**src/rtl/fpaddsub_norm_seq_32.sv**
```systemverilog
// Iterative normaliser for the FP add/sub datapath: a one-bit right shift on carry-out,
// or coarse/fine left shifts until the hidden one reaches bit 25. Held in DONE until accepted.
module fpaddsub_norm_seq_32 #(
  parameter int STEP   = 4,
  parameter int SIDE_W = 9
) (
  input  logic              clk,
  input  logic              rst,
  input  logic              in_valid,
  output logic              in_ready,
  input  logic [26:0]       Sum,
  input  logic              SumS,
  input  logic [7:0]        CExp,
  input  logic [SIDE_W-1:0] SideIn,
  output logic              out_valid,
  input  logic              out_ready,
  output logic [22:0]       NormM,
  output logic [8:0]        NormE,
  output logic              G,
  output logic              R,
  output logic              S,
  output logic              ZeroSum,
  output logic              NegE,
  output logic [SIDE_W-1:0] SideOut
);

  typedef enum logic [1:0] {IDLE, NORM, DONE} state_t;

  state_t             state, state_nx;
  logic [26:0]        w, w_nx;
  logic signed [9:0]  e, e_nx, e_inc;
  logic               st, st_nx;
  logic               zs, zs_nx;
  logic               nege, nege_nx;
  logic [SIDE_W-1:0]  side_q;

  assign e_inc = e + 10'sd1;

  always_comb begin
    state_nx = state;
    w_nx     = w;
    e_nx     = e;
    st_nx    = st;
    zs_nx    = zs;
    nege_nx  = nege;
    case (state)
      IDLE: begin
        if (in_valid) begin
          w_nx     = Sum;
          e_nx     = signed'({2'b00, CExp});
          st_nx    = SumS;
          zs_nx    = 1'b0;
          nege_nx  = 1'b0;
          state_nx = NORM;
        end
      end
      NORM: begin
        if (w == 27'd0 && !st) begin
          zs_nx    = 1'b1;
          nege_nx  = 1'b0;
          e_nx     = '0;
          state_nx = DONE;
        end else if (w == 27'd0) begin
          // only sticky survived alignment: total underflow
          zs_nx    = 1'b0;
          nege_nx  = 1'b1;
          e_nx     = '0;
          state_nx = DONE;
        end else if (w[26]) begin
          w_nx     = w >> 1;
          st_nx    = st | w[0];
          e_nx     = e_inc;
          nege_nx  = e_inc[9];
          state_nx = DONE;
        end else if (w[25]) begin
          nege_nx  = e[9];
          state_nx = DONE;
        end else if (w[25 -: STEP] == '0) begin
          w_nx = w << STEP;
          e_nx = e - 10'(STEP);
        end else begin
          w_nx = w << 1;
          e_nx = e - 10'sd1;
        end
      end
      DONE: begin
        if (out_ready) state_nx = IDLE;
      end
      default: state_nx = IDLE;
    endcase
  end

  always_ff @(posedge clk or posedge rst) begin
    if (rst) begin
      state  <= IDLE;
      w      <= '0;
      e      <= '0;
      st     <= 1'b0;
      zs     <= 1'b0;
      nege   <= 1'b0;
      side_q <= '0;
    end else begin
      state <= state_nx;
      w     <= w_nx;
      e     <= e_nx;
      st    <= st_nx;
      zs    <= zs_nx;
      nege  <= nege_nx;
      if (state == IDLE && in_valid) side_q <= SideIn;
    end
  end

  assign in_ready  = (state == IDLE);
  assign out_valid = (state == DONE);
  assign NormM     = zs ? 23'd0 : w[24:2];
  assign G         = zs ? 1'b0 : w[1];
  assign R         = zs ? 1'b0 : w[0];
  assign S         = zs ? 1'b0 : st;
  assign NormE     = e[8:0];
  assign ZeroSum   = zs;
  assign NegE      = nege;
  assign SideOut   = side_q;

endmodule

```
**config.mk**
```make
export PLATFORM = sky130hd
export DESIGN_NAME = fpaddsub_norm_seq_32
export DESIGN_NICKNAME = d
export VERILOG_FILES = /design/src/rtl/fpaddsub_norm_seq_32.sv
export SDC_FILE = /design/constraint.sdc
export NUM_CORES = 1
export LEC_CHECK = 0
export CAP_MARGIN = 20
export CORE_MARGIN = 5
export CORE_UTILIZATION = 49
export CTS_CLUSTER_SIZE = 20
export DETAILED_ROUTE_END_ITERATION = 7
export PLACE_DENSITY = 0.8
export SKIP_LAST_GASP = 1
export SYNTH_ARGS = -nofsm -noshare
export SYNTH_HDL_FRONTEND = slang
export SYNTH_SLANG_ARGS = --single-unit
```
**constraint.sdc**
```tcl
create_clock -name clk -period 2.48 [get_ports clk]
set_input_delay 0.744 -clock clk [delete_from_list [all_inputs] [get_ports clk]]
set_output_delay 0.744 -clock clk [all_outputs]
set_load 0.02 [all_outputs]
```
==> qor.yml <==
worstSkewPairLatency_ns: 0.32
seq_area_frac_synth_pct: 36.89
grt_max_degree: 52
area_delta_synth_final_pct: 36.38
first_iter_violations: 238
htreeDepth: 2
hp-start: "SideOut[4]"
rows: 30
setup_tns_ns: 0
gp_congestion: 0.8588
num_antenna_cells: 0
drt-total-wl_um: 9921
use_met1_pct: 31.09
io_buffer_count: 96
final_antenna_net_count: 0
layout-drive-gt1-share_pct: 8.317
top_usage_layer: "met2"
yosys_warnings: 0
clockRootBuffer: "clkbuf_8"
outcome: "finished clean"
cap_violations: 0
placed_area_sq_um: 4562
cp-start-kind: "flop"
design_area_sq_um: 4718
syn_area_sq_um: 3460
cts_tree: "done"
required_ns: 1.74
layout_commonest_cell: "clkdlybuf4s50_1"
dieArea_sq_um: 8841
max_freq_ghz: 0.4131
cts_inserted_buffers: 5
clock_path_buffers: 2
layout.cells.most_common_list: "81 x clkdlybuf4s50_1, 76 x o21ai_0, 62 x nand2_1, 50 x dfrtp_1, 34 x a21oi_1"
core_sq_um: 6832
finish.utilization_pct: 69.07
grt_pass1_vias: 3361
slew_headroom_pct: 55.65
die_x_um: 94.03
track_usage_pct: 22.89
nNetsFinal: 569
synth_cells: 431
period_needed_ns: 2.421
hpwlAfterDp_um: 7239
grt_util_met3_pct: 4.247
ios: 97
ys_seq_elements: 51
wl_per_cell_um: 16.18
first_pass_iters: 5
synth.avg_cell_area_sq_um: 8.027
synth_flop_cell: "dfrtp_1"
hp-class: "reg2reg"
grt_pass1_wl_um: 16350
r2r_start: "w[2]"
syn_nets: 484
ys_types: 53
powerDensity_nw_per_um2: 1301
hold_viol: 0
grt.overflow.total: 0
crit_path_end_kind: "primary output"
critPathArrivalTime_ns: 1.68
met2_usage_pct: 37.43
worst_slew_pin_slew_ns: 0.6485
drv_slew: 0
path_class: "reg2out"
synth_edf_count: 0
initial_utilization_pct: 50.64
leakagePower_uw: 0.002127
clk_pin_slew_ns: 0.09
setup_viol: 0
drc: 0
die_h_um: 94.03
crit_fanout: 26
clock_sink_count: 51
via_per_inst: 5.817
antenna_found_initial: 0
fillerInstances: 552
skew_ns: 0.01008
synthArstFlopShare_pct: 100.0
vias: 3566
post-route-period-util_pct: 97.62
cp-startpoint: "ZeroSum"
ir_drop_uv: 488.9
path summary, 6_finish.rpt:
kind / slack (ns) / to / cells past startpoint
max in group asynchronous: 1.46 / w[23] / 3
min in group asynchronous: 0.77 / SideOut[6] / 3
max reg2reg: 0.13 / w[9] / 5
min reg2reg: 0.48 / SideOut[4] / 2
min: 0.48 / SideOut[4] / 2
max: 0.06 / NormM[17] / 3
kinds of logic (layout without fill, tap and decap cells):
kind of cell	after synthesis	in the layout	share of synthesized area [%]
simple gates	147	147	21.99
flops	51	51	36.89
compound gates	151	151	25.71
buf+inv	56	142	7.631
fa+ha+maj	4	4	1.447
mux	21	21	6.076
xor+xnor	1	1	0.2532
cells in the mapped netlist, types with 6 or more instances:
| library cell | count | area share (%) |
|---|---|---|
| nor2b_1 | 27 | 4.9 |
| buf_2 | 7 | 1.0 |
| o21ai_0 | 76 | 11 |
| mux2i_1 | 21 | 6.1 |
| nand2_1 | 62 | 6.7 |
| clkbuf_1 | 24 | 2.6 |
| nor2_1 | 18 | 2.0 |
| inv_1 | 13 | 1.4 |
| buf_4 | 10 | 2.2 |
| a21oi_1 | 34 | 4.9 |
| dfrtp_1 | 51 | 37 |
| nor4_1 | 8 | 1.4 |
| o31ai_1 | 6 | 1.3 |
sequential cells by signal (all words and copies together), names as in the netlist:
name / count
w: 27
SideOut: 9
ZeroSum: 1
e: 10
st: 1
NegE: 1
state: 2
power by group:
group | internal, uW | leakage, uW | total, uW | switching [uW]
Clock | 327 | 0.0000612 | 629 | 302
Combinational | 1710 | 0.00144 | 3760 | 2050
Sequential | 1210 | 0.000629 | 1750 | 535
repair_timing:
action                                  4_1_cts  5_1_grt
setup buffers                                 0        0
hold buffers                                  0        0
resized for setup                             0       16
endpoints found under the setup margin        0       16
worst max-delay path, cell delays in order, from the launching register on:
cell,delay [ns]
dfrtp_1,0.43
buf_12,0.18
nor2b_1,0.13
clkdlybuf4s50_1,0.62
metal layers:
metal / up-vias / share of wire (%)
met4: 0 / 1.7
li1: 1700 / -
met5: - / 0
met1: 1657 / 41
met2: 195 / 48
met3: 14 / 8.6
through the flow:
step           hold slack [ns]  std cells  power (uW)  worst slack [ns]
2_1_floorplan           0.4489        431        4079            0.5060
3_3_place_gp            0.4591        605        5421          0.002876
3_5_place_dp            0.4635        605        5516          -0.05309
4_1_cts                 0.4896        613        6153          0.007660
5_1_grt                 0.5022        613        6611          -0.02433
6_report                0.4844        613        6139           0.05907
area by class of cell:
class / count / area [sq um] / area share [%]
clock buffer: 6 / 82.58 / 1.750
clock inverter: 2 / 35.03 / 0.7425
inverter: 13 / 48.80 / 1.034
multi-input combinational: 324 / 1931 / 40.92
sequential: 51 / 1277 / 27.08
tap: 96 / 120.1 / 2.546
timing repair buffer: 121 / 1224 / 25.93
Note: power is estimated with default switching activity, not from simulation.
